--- config.mk ---
export PLATFORM = sky130hd
export DESIGN_NAME = dmem_arbiter
export DESIGN_NICKNAME = d
export VERILOG_FILES = /design/src/rtl/dmem_arb_pkg.sv /design/src/rtl/dmem_starve_cnt.sv /design/src/rtl/dmem_arbiter.sv
export SDC_FILE = /design/constraint.sdc
export NUM_CORES = 1
export LEC_CHECK = 0
export BUFFER_PORTS_ARGS = -buffer_cell sky130_fd_sc_hd__clkbuf_2
export CAP_MARGIN = 20
export CORE_AREA = 2 2 112 114
export DETAILED_ROUTE_END_ITERATION = 8
export DIE_AREA = 0 0 114 116
export GPL_TIMING_DRIVEN = 0
export PLACE_DENSITY = 0.52
export RECOVER_POWER = 50
export SLEW_MARGIN = 30
export SYNTH_ARGS = -nofsm -noshare
export SYNTH_HDL_FRONTEND = slang
export SYNTH_HIERARCHICAL = 1
export SYNTH_SLANG_ARGS = --single-unit
export TNS_END_PERCENT = 50
--- constraint.sdc ---
create_clock -name clk -period 4.1 [get_ports clk]
set_input_delay 0.615 -clock clk [delete_from_list [all_inputs] [get_ports clk]]
set_output_delay 0.615 -clock clk [all_outputs]
set_load 0.01 [all_outputs]
--- src/rtl/dmem_arb_pkg.sv ---
// Shared types and widths for the data-memory arbiter.
package dmem_arb_pkg;

  localparam int unsigned WORD_W   = 32;
  localparam int unsigned STARVE_W = 4;

  typedef enum logic [1:0] {
    OWN_NONE = 2'd0,
    OWN_PIPE = 2'd1,
    OWN_LDR  = 2'd2
  } owner_t;

endpackage

--- src/rtl/dmem_starve_cnt.sv ---
// Saturating count of cycles the loader has waited; hit flags that its turn is due.
module dmem_starve_cnt
  import dmem_arb_pkg::*;
(
  input  logic                clk,
  input  logic                reset,
  input  logic                i_clr,
  input  logic                i_inc,
  input  logic [STARVE_W-1:0] i_limit,
  output logic                o_hit
);

  logic [STARVE_W-1:0] r_cnt;

  always_ff @(posedge clk) begin
    if (!reset) begin
      r_cnt <= '0;
    end else if (i_clr) begin
      r_cnt <= '0;
    end else if (i_inc && (r_cnt != i_limit)) begin
      r_cnt <= r_cnt + STARVE_W'(1);
    end
  end

  assign o_hit = (r_cnt == i_limit);

endmodule

--- src/rtl/dmem_arbiter.sv ---
// Two-port arbiter in front of the single-port data RAM: pipeline has priority,
// loader gets a forced turn after STARVE_LIMIT lost cycles.
module dmem_arbiter
  import dmem_arb_pkg::*;
#(
  parameter int unsigned DMEM_POWER   = 18,
  parameter int unsigned STARVE_LIMIT = 4
) (
  input  logic                  clk,
  input  logic                  reset,
  input  logic                  m_req,
  input  logic                  m_we,
  input  logic [WORD_W-1:0]     m_addr,
  input  logic [WORD_W-1:0]     m_wdata,
  output logic                  m_gnt,
  output logic                  m_rvalid,
  output logic [WORD_W-1:0]     m_rdata,
  output logic                  stallM,
  input  logic                  l_req,
  input  logic                  l_we,
  input  logic [WORD_W-1:0]     l_addr,
  input  logic [WORD_W-1:0]     l_wdata,
  output logic                  l_gnt,
  output logic                  l_rvalid,
  output logic [WORD_W-1:0]     l_rdata,
  output logic                  mem_en,
  output logic                  mem_we,
  output logic [DMEM_POWER-1:0] mem_addr,
  output logic [WORD_W-1:0]     mem_wdata,
  input  logic [WORD_W-1:0]     mem_rdata
);

  logic   w_starve_hit;
  logic   w_m_gnt;
  logic   w_l_gnt;
  owner_t w_rsp_next;
  owner_t r_rsp_owner;
  logic   w_unused;

  // Byte-lane and above-depth address bits do not reach the RAM.
  assign w_unused = ^{m_addr[1:0], m_addr[WORD_W-1:DMEM_POWER+2],
                      l_addr[1:0], l_addr[WORD_W-1:DMEM_POWER+2]};

  dmem_starve_cnt u_starve (
    .clk     (clk),
    .reset   (reset),
    .i_clr   (w_l_gnt),
    .i_inc   (l_req & ~w_l_gnt),
    .i_limit (STARVE_W'(STARVE_LIMIT)),
    .o_hit   (w_starve_hit)
  );

  // Everything is gated by reset so nothing leaks out while it is held low.
  assign w_m_gnt = reset & m_req & ~(l_req & w_starve_hit);
  assign w_l_gnt = reset & l_req & ~w_m_gnt;

  assign m_gnt  = w_m_gnt;
  assign l_gnt  = w_l_gnt;
  assign stallM = reset & m_req & ~w_m_gnt;
  assign mem_en = w_m_gnt | w_l_gnt;

  always_comb begin
    mem_we    = 1'b0;
    mem_addr  = '0;
    mem_wdata = '0;
    if (w_m_gnt) begin
      mem_we    = m_we;
      mem_addr  = m_addr[DMEM_POWER+1:2];
      mem_wdata = m_wdata;
    end else if (w_l_gnt) begin
      mem_we    = l_we;
      mem_addr  = l_addr[DMEM_POWER+1:2];
      mem_wdata = l_wdata;
    end
  end

  always_comb begin
    w_rsp_next = OWN_NONE;
    if (w_m_gnt && !m_we) begin
      w_rsp_next = OWN_PIPE;
    end else if (w_l_gnt && !l_we) begin
      w_rsp_next = OWN_LDR;
    end
  end

  // Remembers who owns the RAM read data returning next cycle.
  always_ff @(posedge clk) begin
    if (!reset) begin
      r_rsp_owner <= OWN_NONE;
    end else begin
      r_rsp_owner <= w_rsp_next;
    end
  end

  assign m_rvalid = reset & (r_rsp_owner == OWN_PIPE);
  assign l_rvalid = reset & (r_rsp_owner == OWN_LDR);
  assign m_rdata  = m_rvalid ? mem_rdata : '0;
  assign l_rdata  = l_rvalid ? mem_rdata : '0;

endmodule

# Yosys cells after proc, flatten, opt, wreduce, memory -nomap -nowiden
# Cells that the tools add are included.
[totals]
reg_bits = 6
in_bits = 166
out_inout_bits = 121
wordCells = 39
[classes]
addsub = 1
eq_ne = 4
mux = 10
bitwise = 14
reduce_logical = 7
[ops]
columns = ["operator", "n"]
rows = [
  ["$mux 32", 4],
  ["$mux 18", 2],
  ["$and 1x1->1", 9],
  ["$add 4x1->4 const B", 1],
  ["$eq 4x3->1 const B", 1],
  ["$ne 4x3->1 const B", 1],
  ["$not 1->1", 4],
  ["$reduce_or 2->1", 2],
  ["$logic_and 1x1->1", 3],
  ["$mux 1", 3],
  ["$eq 2x1->1 const B", 1],
  ["$eq 2x2->1 const B", 1],
  ["$logic_not 1->1", 2],
  ["$mux 2", 1],
  ["$or 1x1->1", 1],
]

# Logic depth before layout (Yosys ltp)
[logic_depth]
depth_word = 9
ltp_mapped = 9
depth_no_buf = 8

# Modules after synthesis
# Netlist, hierarchy kept.
[modules_own_cells]
columns = ["module", "n_inst", "cells_each", "area_per_inst_um2", "seq_area_each_um2"]
rows = [
  ["dmem_arbiter", 1, 266, 1378.8, 40.0],
  ["dmem_starve_cnt", 1, 26, 249.0, 80.1],
]

# Least setup slack after synthesis
# OpenSTA, ideal clock, no wires.
[synth_timing]
path_kind = "reg-to-output"
startpoint = "register u_starve.r_cnt[0]"
endpoint = "output mem_addr[0]"
arrival_ns = 1.621
required_time_ns = 3.485
setup_slack_ns = 1.864
stages_incl_launch_ff = 7
path_buffers = 1
cell_sequence = "dfxtp_1 xor2_2 nor4_1 nand2b_1 nand2_1 buf_2 o22ai_1"
[synth_via]
elab_chain_len = 8
[synth_lines]
columns = ["element", "line", "text"]
rows = [
  ["from (decl)", "dmem_starve_cnt.sv:13", "logic [STARVE_W-1:0] r_cnt;"],
  ["from (signal assigned)", "dmem_starve_cnt.sv:21", "r_cnt <= r_cnt + STARVE_W'(1);"],
  ["$eq 4x3->1 (*)", "dmem_starve_cnt.sv:25", "assign o_hit = (r_cnt == i_limit);"],
  ["named net w_starve_hit", "dmem_arbiter.sv:33", "logic w_starve_hit;"],
  ["$and 1x1->1 (*)", "dmem_arbiter.sv:54", "assign w_m_gnt = reset & m_req & ~(l_req & w_starve_hit);"],
  ["$not 1->1 (*)", "dmem_arbiter.sv:54", ""],
  ["$and 1x1->1 (*)", "dmem_arbiter.sv:54", ""],
  ["$not 1->1", "dmem_arbiter.sv:55", "assign w_l_gnt = reset & l_req & ~w_m_gnt;"],
  ["$and 1x1->1", "dmem_arbiter.sv:55", ""],
  ["$mux 18", "dmem_arbiter.sv:70", "end else if (w_l_gnt) begin"],
  ["$mux 18 (*)", "dmem_arbiter.sv:66", "if (w_m_gnt) begin"],
  ["to (decl)", "dmem_arbiter.sv:28", "output logic [DMEM_POWER-1:0] mem_addr,"],
]
# The timed path passes the listed nets; every way through them passes the cells marked *.

# Final worst setup path
[layout_timing]
startpoint = "input reset"
endpoint = "output l_rdata[30]"
[layout_via]
elab_chain_len = 2
[layout_lines]
columns = ["element", "line", "text"]
rows = [
  ["from (decl)", "dmem_arbiter.sv:10", "input logic reset,"],
  ["$and 1x1->1", "dmem_arbiter.sv:96", "assign l_rvalid = reset & (r_rsp_owner == OWN_LDR);"],
  ["$mux 32", "dmem_arbiter.sv:98", "assign l_rdata = l_rvalid ? mem_rdata : '0;"],
  ["to (decl)", "dmem_arbiter.sv:25", "output logic [WORD_W-1:0] l_rdata,"],
]
# No other way between the ends.

==> summary.md <==
| Metric | Value |
|---|---|
| Outcome | `completed` |
| Core ar. | `11910 um^2` |
| Die footprint | `13220 um^2` |
| Worst hold slack | `0.4991 ns` |
| I/O Pins | `287` |
| Most frequent cells in the layout | `clkbuf_2 (235), nand2_1 (108), o22ai_1 (51), and2_1 (38), clkbuf_1 (34)` |
| P_sw | `0.0001754 W` |
| Worst-path maximum fanout | `10` |
| Placer congestion estimate | `0.7532` |
| Crit end category | `output pin` |
| Nets | `724` |
| Routed WL | `8.557 mm` |
| Final period util | `78.80%` |
| Power Total | `0.0004784 W` |
| Worst slew margin | `41.97%` |
| Data required, critical path | `3.48 ns` |
| Total Routing Usage GR | `11.73%` |
| Clock Tree Buf Depth | `2` |
| Gate Count Post-Synth | `292` |
| Worst Clk Skew | `0.001113 ns` |
| Die height | `116 um` |
| Drc violations | `0` |
| Clock share of power | `33.2%` |
| Clk sinks | `6` |
| Fraction of registers with async set or reset after synthesis | `0%` |
| DR vias | `2884` |
| DP HPWL | `7.259 mm` |
| Yosys reg bits | `6` |
| Leak | `1.768 nW` |
| Yosys cell types | `26` |
| Iter 0 DRT Violations | `66` |
| WS Path Type | `in -> out` |
| Post-synthesis sequential area ratio | `7.379%` |
| Die width | `114 um` |
| Port Buffers | `258` |
| Vias per cell | `4.108` |
| Initial antenna violation count | `0` |
| Post-cts resize count | `0` |
| ANT cells | `0` |
| Cell Rows | `40` |
| Crit path arrival time | `2.62 ns` |
| Mapped cell area | `1628 um^2` |
| Comb pwr share | `53.5%` |
| CTS Root Cell | `clkbuf_16` |
| Switching Share | `36.68%` |
| Commonest non-fill, non-tap cell in the layout | `clkbuf_2` |
| Power per cell area | `153.0 nW/um^2` |
| Flop pwr share | `13.3%` |
| H-Tree Depth | `1` |
| Remaining Overflow, GRT | `0` |
| RSZ-0062 raised after global routing | `no` |
| Initial Util | `13.67%` |
| Hold-fix buffers, CTS | `0` |
| Maxcap violations | `0` |
| Post-synth EDFFs | `0` |
| 1st-pass router iterations | `4` |
| Post-CTS setup buffers | `0` |
| Largest net degree at the start of global routing | `11` |
| Area growth syn-to-layout | `92.01%` |
| Final hold vios | `0` |
| Startpoint Class | `input pin` |
| Tightest Hold Check Type | `reg -> reg` |
| Synth Flop Type | `dfxtp_1` |
| Setup tns final | `0 ns` |
| Final number of setup-violating endpoints | `0` |
| Wire length per cell | `12.19 um` |
| CTS tree | `yes` |
| Antenna Violating Nets Remaining | `0` |
| Min Tclk post-route | `3.231 ns` |
| Final Slew Violations | `0` |
| Worst skew pair latency | `0.23 ns` |
| First-pass GRT wire length | `12.49 mm` |
| Synth warn | `6` |
| Max VDD drop | `0.08442 mV` |
| CTS Buf Count | `3` |
| Vias in the first global route | `2599` |
| Max Freq | `309.5 MHz` |
| Internal | `0.0003029 W` |
| Worst-path clk slew | `0.03 ns` |
| Mapped Avg Cell Area | `5.575 um^2` |
| Least-Margin Pin Slew | `0.8685 ns` |
| Fraction of layout cells with a size suffix above 1 | `46.13%` |
cells in the mapped netlist, types with 2 or more instances:
cell      number  area [um^2]
a21oi_1        3        15.01
and2_1        64        400.4
buf_2         22        110.1
clkbuf_1       5        18.77
conb_1         2        7.510
dfxtp_1        6        120.1
nand2_1      108        405.4
nand2b_1       2        12.51
nand3_1        2        10.01
nor2_1         5        18.77
nor2b_1        2        12.51
o21ai_0        3        15.01
o22ai_1       51        319.1
or3_1          2        12.51
xor2_1         4        35.03
flip-flops by register name, indices dropped and copies added (netlist names):
signal and count:
u_starve/r_cnt 4, r_rsp_owner 2
cells by family (layout without fill, tap and decap cells):
group	Yosys count	after routing	synth area share [%]
compound gates	59	59	23.60
other cells	2	4	0.4614
simple gates	189	189	55.80
buf+inv	30	291	8.839
xor+xnor	5	5	3.151
flops	6	6	7.379
fa+ha+maj	1	1	0.7685
final cells by class:
cell class,instances,area (um^2)
tap,147,183.9
inverter,2,7.507
clock buffer,3,75.07
fill,1426,8786
sequential,6,120.1
multi-input combinational,258,1350
buffer,28,126.4
timing repair buffer,258,1262
per-layer routing:
layer | routed length [um] | part of all wire, % | GRT usage [%] | vias up
met2 | 4521 | 53 | 24.33 | 174
met1 | 3197 | 37 | 12.19 | 1206
met4 | 115 | 1.3 | 3.008 | 0
met3 | 723 | 8.4 | 1.621 | 11
met5 | 0 | 0 | 0 | -
li1 | - | - | - | 1493
worst max-delay path, stage by stage:
cell and delay (ns):
clkbuf_2 0.10, clkbuf_1 0.31, inv_1 0.16, nor3b_1 0.75, clkbuf_1 0.34, and2_1 0.18, clkbuf_1 0.16
power groups by stage:
stage / Combinational [W] / Sequential (W) / Clock, W
after global placement: 0.000264 / 0.0000654 / 0
final: 0.000256 / 0.0000638 / 0.000159
after CTS: 0.000264 / 0.0000646 / 0.000163
after detailed placement: 0.000263 / 0.0000654 / 0
after global routing: 0.000287 / 0.0000642 / 0.000166
after floorplan: 0.000126 / 0.0000647 / 0
stage by stage:
| step | util [%] | setup WS (ns) | cell area [um^2] | cells |
|---|---|---|---|---|
| 3_5_place_dp | 26.11 | 1.319 | 3110 | 699 |
| 3_3_place_gp | 26.11 | 1.308 | 3110 | 699 |
| 4_1_cts | 26.74 | 1.060 | 3186 | 702 |
| 2_1_floorplan | - | 1.864 | 1635 | 294 |
| 5_1_grt | 26.24 | 0.4745 | 3126 | 702 |
| 6_report | 26.24 | 0.8693 | 3126 | 702 |
final timing paths:
check | start | endpoint | slack (ns) | cells past startpoint
max reg2reg | u_starve/r_cnt[0] | u_starve/r_cnt[1] | 1.69 | 9
max | reset | l_rdata[30] | 0.87 | 7
min reg2reg | u_starve/r_cnt[3] | u_starve/r_cnt[3] | 0.50 | 2
min | u_starve/r_cnt[3] | u_starve/r_cnt[3] | 0.50 | 2
Power figures use the tool's default switching activity.
